File: config.mk
export PLATFORM = sky130hd
export DESIGN_NAME = uart_echo_ctrl
export DESIGN_NICKNAME = d
export VERILOG_FILES = /design/src/rtl/uart_echo_ctrl.sv
export SDC_FILE = /design/constraint.sdc
export NUM_CORES = 1
export LEC_CHECK = 0
export CAP_MARGIN = 15
export CORE_ASPECT_RATIO = 0.9
export CORE_MARGIN = 5
export CORE_UTILIZATION = 40
export CTS_CLUSTER_DIAMETER = 80
export DETAILED_ROUTE_END_ITERATION = 7
export GPL_TIMING_DRIVEN = 0
export HOLD_SLACK_MARGIN = 0.1
export REMOVE_ABC_BUFFERS = 1
export SLEW_MARGIN = 20
export SYNTH_ARGS = -nofsm -noshare
export SYNTH_HDL_FRONTEND = slang
export SYNTH_SLANG_ARGS = --single-unit
File: constraint.sdc
create_clock -name clk -period 5.13 [get_ports clk]
set_input_delay 0.7695 -clock clk [delete_from_list [all_inputs] [get_ports clk]]
set_output_delay 0.7695 -clock clk [all_outputs]
set_load 0.01 [all_outputs]
File: src/rtl/uart_echo_ctrl.sv
// Echo path between uart_rx and uart_tx: buffers received bytes in a small FIFO
// and replays each one to uart_tx, paced by tx_busy, while tracking error/overflow status.
module uart_echo_ctrl #(
  parameter int DEPTH_LOG2   = 3,
  parameter int BUSY_TIMEOUT = 4
) (
  input  logic                  clk,
  input  logic                  rstn,
  input  logic                  rx_valid,
  input  logic [7:0]            rx_data,
  input  logic                  rx_parity_err,
  input  logic                  rx_frame_err,
  input  logic                  drop_err_en,
  input  logic                  clr_status,
  input  logic                  tx_busy,
  output logic                  tx_start,
  output logic [7:0]            tx_data,
  output logic [DEPTH_LOG2:0]   fifo_count,
  output logic                  overflow,
  output logic [7:0]            err_count
);

  localparam int DEPTH = 1 << DEPTH_LOG2;
  localparam int TW    = $clog2(BUSY_TIMEOUT + 1);

  typedef enum logic [1:0] {IDLE, START, WAIT_BUSY, WAIT_DONE} state_t;

  typedef struct packed {
    logic       vld;
    logic [7:0] data;
    logic       err;
  } rx_req_t;

  state_t                state, state_nxt;
  rx_req_t               req;
  logic [7:0]            mem [DEPTH];
  logic [DEPTH_LOG2-1:0] wr_ptr, rd_ptr;
  logic [TW-1:0]         to_cnt;
  logic                  keep, full, pop, push, ovf_evt, err_evt;

  assign req.vld  = rx_valid;
  assign req.data = rx_data;
  assign req.err  = rx_parity_err | rx_frame_err;

  // A pop in the same cycle frees a slot, so a full FIFO can still accept.
  assign keep    = req.vld & ~(drop_err_en & req.err);
  assign full    = (fifo_count == (DEPTH_LOG2+1)'(DEPTH));
  assign pop     = (state == IDLE) & (fifo_count != '0) & ~tx_busy;
  assign push    = keep & (~full | pop);
  assign ovf_evt = keep & full & ~pop;
  assign err_evt = req.vld & req.err;

  always_ff @(posedge clk) begin
    if (push) mem[wr_ptr] <= req.data;
  end

  always_ff @(posedge clk or negedge rstn) begin
    if (!rstn) begin
      wr_ptr     <= '0;
      rd_ptr     <= '0;
      fifo_count <= '0;
    end else begin
      if (push) wr_ptr <= wr_ptr + 1'b1;
      if (pop)  rd_ptr <= rd_ptr + 1'b1;
      case ({push, pop})
        2'b10:   fifo_count <= fifo_count + 1'b1;
        2'b01:   fifo_count <= fifo_count - 1'b1;
        default: fifo_count <= fifo_count;
      endcase
    end
  end

  always_ff @(posedge clk or negedge rstn) begin
    if (!rstn) tx_data <= 8'h00;
    else if (pop) tx_data <= mem[rd_ptr];
  end

  // New events take priority over a coincident clear.
  always_ff @(posedge clk or negedge rstn) begin
    if (!rstn) begin
      overflow  <= 1'b0;
      err_count <= 8'h00;
    end else begin
      if (ovf_evt)         overflow <= 1'b1;
      else if (clr_status) overflow <= 1'b0;

      if (err_evt) begin
        if (clr_status)              err_count <= 8'h01;
        else if (err_count != 8'hFF) err_count <= err_count + 8'h01;
      end else if (clr_status) begin
        err_count <= 8'h00;
      end
    end
  end

  always_ff @(posedge clk or negedge rstn) begin
    if (!rstn)                   to_cnt <= '0;
    else if (state == START)     to_cnt <= '0;
    else if (state == WAIT_BUSY) to_cnt <= to_cnt + 1'b1;
  end

  always_ff @(posedge clk or negedge rstn) begin
    if (!rstn) state <= IDLE;
    else       state <= state_nxt;
  end

  // WAIT_BUSY lasts at most BUSY_TIMEOUT cycles; a timed-out byte is treated as sent.
  always_comb begin
    state_nxt = state;
    case (state)
      IDLE:      if (pop) state_nxt = START;
      START:     state_nxt = WAIT_BUSY;
      WAIT_BUSY: begin
        if (tx_busy)                                state_nxt = WAIT_DONE;
        else if (to_cnt == TW'(BUSY_TIMEOUT - 1))   state_nxt = IDLE;
      end
      WAIT_DONE: if (!tx_busy) state_nxt = IDLE;
      default:   state_nxt = IDLE;
    endcase
  end

  always_comb begin
    tx_start = (state == START);
  end

endmodule

==> impl_metrics.toml <==
[placement]
hpwl_um = 5254
gp_congestion = 0.7752
place_ws_ns = 1.554
dp_cells = 463
io_buffers = 37

[critical_path]
ff2ff_path_depth = 6
r2r_setup_slack_ns = 2.20
end_kind = "flop"
r2r-start = "state[0]"
cp-endpoint = "mem[1][7]"
crit_required_ns = 5.09
crit_type = "primary input to flop"
startpoint_type = "primary input"
cp_data_arrival_time_ns = 3.11
r2r-end = "mem[1][7]"
crit_fanout = 8
crit_start = "tx_busy"

[global_route]
grt_max_degree = 22
grt_use_total = 0.1357
grt_pass1_vias = 2449
grt_overflow_total = 0
antenna_found_initial = 0
grt_pass1_wl_um = 13290

[final_layout]
layout_common_cells = "edfxtp_1, mux2i_1, clkdlybuf4s50_1"
drive_above_1_share = 0.07429
nets = 372
final_common_cell = "edfxtp_1"
regArea_um2 = 2724
multi_input_area_um2 = 1365
area_growth_pct = 20.63
antenna_cells = 0
fin_cells = 479
fillCellCount = 908

[synthesis]
ys_warn_count = 0
ys_types = 39
syn_area_um2 = 4173
synthCells = 307
ys_seq_area_frac = 0.6525
synth_seq_cells = 96
postSynthAreaPerCell_um2 = 13.59

[pwr]
ir_drop_mv = 0.3264
leakage_nw = 1.913
p_per_area_nw_per_um2 = 521.2

[clocking]
cts_buffers = 9
htreeDepth = 3
clock_latency_ns = 0.34
cts.clk_slew.worst_paths_ns = 0.07
cts_root_buffer = "clkbuf_16"
cts_resized = 0
cts_tree = "built"
cts_setup_buffers = 0
cts_sinks = 96
cts_hold_buf = 0
cts_buffer_depth = 2

[sta]
fin_setup_tns_ns = 0
final-hold-violation-count = 0
period_share = 0.6143
max_freq_ghz = 0.3173
tightest_slew_ns = 0.9994
fin_crit_ns = 3.151
skew_ns = 0.005342
drv_slew = 0
worst_slack_ns = 1.979
rsz0062_at_grt = "no"
relSlewSlack = 0.3313
setup_violations = 0

[route]
vias_per_cell = 5.203
routed_wl_um = 8139
drcViolationCount = 0
drt_iter0_drc = 129
drtPass1Iterations = 4
wire_per_inst_um = 16.99
drtAntennaViolNets = 0
vias = 2492

[floorplan]
die_area_um2 = 12580
die_h_um = 106.9
num_rows = 35
core-area_um2 = 10200
initial_core_util = 0.4090
fp.dieW_um = 117.7
io_pins = 38

[min_path]
min_path_type = "primary input to async pin"

[run_status]
status = "complete, no violations"

[job]
maxCapViolations = 0
## worst max-delay path: stages
cell,delay (ns)
clkdlybuf4s50_1,0.49
nand2b_1,0.32
a311oi_4,0.52
nand2b_1,0.20
nor2_1,0.80
## cell families after synthesis
group           synth area share
simple gates              0.1025
flops                     0.6525
buf+inv                  0.02279
mux                       0.1016
xor+xnor                 0.01469
compound gates           0.07287
fa+ha+maj                0.03298
## routing by layer
| layer | GRT usage | wire (um) | vias up |
|---|---|---|---|
| met2 | 0.2080 | 3908 | 25 |
| met3 | 0.02373 | 162 | 9 |
| met1 | 0.1935 | 3929 | 1239 |
| li1 | - | - | 1219 |
| met4 | 0.05160 | 138 | 0 |
| met5 | 0 | 0 | - |
## layout make-up
type	count	share of cell area
sequential	96	0.5411
multi-input combinational	190	0.2712
timing repair buffer	39	0.08352
clock buffer	10	0.04748
tap	129	0.03207
clock inverter	6	0.01790
inverter	9	0.006711
## report_power, final
| group | switching (mW) | total, mW | internal (mW) |
|---|---|---|---|
| combinational | 0.401 | 0.778 | 0.377 |
| sequential | 0.143 | 1.11 | 0.972 |
| clock | 0.288 | 0.731 | 0.443 |
| total | 0.832 | 2.62 | 1.79 |
## worst min path at each step
| stage | start | cells past startpoint | end | slack [ns] |
|---|---|---|---|---|
| 2_1_floorplan | wr_ptr[2] | 1 | wr_ptr[2] | 0.46 |
| 6_report | rstn | 1 | err_count[3] | 0.34 |
| 3_3_place_gp | tx_data[2] | 2 | tx_data[2] | 0.46 |
| 3_5_place_dp | tx_data[2] | 2 | tx_data[2] | 0.47 |
| 4_1_cts | rstn | 1 | err_count[3] | 0.35 |
| 5_1_grt | rstn | 1 | err_count[3] | 0.35 |
## flip-flops by register name, indices dropped and copies added (netlist names)
signal,flops
mem,64
err_count,8
tx_data,8
fifo_count,4
rd_ptr,3
to_cnt,3
wr_ptr,3
state,2
overflow,1
## metrics by stage
stage / power [mW] / instance area, um^2 / hold WS, ns / utilization
3_3_place_gp: 1.889 / 4643 / 0.4614 / 0.4551
2_1_floorplan: 1.609 / 4111 / 0.4574 / -
6_report: 2.623 / 5034 / 0.3403 / 0.4933
5_1_grt: 2.785 / 5034 / 0.3489 / 0.4933
4_1_cts: 2.649 / 5034 / 0.3453 / 0.4933
3_5_place_dp: 1.918 / 4705 / 0.4666 / 0.4611
## cells in the mapped netlist (all sizes together)
cell type / number / share of area
or2: 1 / 0.0015
nand2b: 4 / 0.0060
a221oi: 2 / 0.0042
nor3: 6 / 0.0072
a21o: 1 / 0.0018
nor2: 20 / 0.018
a21oi: 4 / 0.0048
and3: 1 / 0.0015
o21ai: 6 / 0.0072
o21a: 2 / 0.0036
nand2: 31 / 0.028
edfxtp: 64 / 0.46
dfrtp: 32 / 0.19
inv: 9 / 0.0081
a22o: 1 / 0.0021
a211oi: 2 / 0.0036
a22oi: 16 / 0.029
a32o: 1 / 0.0024
nor2b: 4 / 0.0060
nand4: 5 / 0.0075
o311ai: 1 / 0.0021
mux2: 3 / 0.0081
ha: 11 / 0.033
xor2: 3 / 0.0063
nand3b: 1 / 0.0018
o22ai: 1 / 0.0015
and2: 2 / 0.0030
xnor2: 4 / 0.0084
o221ai: 1 / 0.0021
a311oi: 1 / 0.0063
nand3: 13 / 0.016
buf: 12 / 0.015
mux2i: 39 / 0.094
a221o: 1 / 0.0024
nor4: 2 / 0.0066
Note: power is estimated with default switching activity, not from simulation.
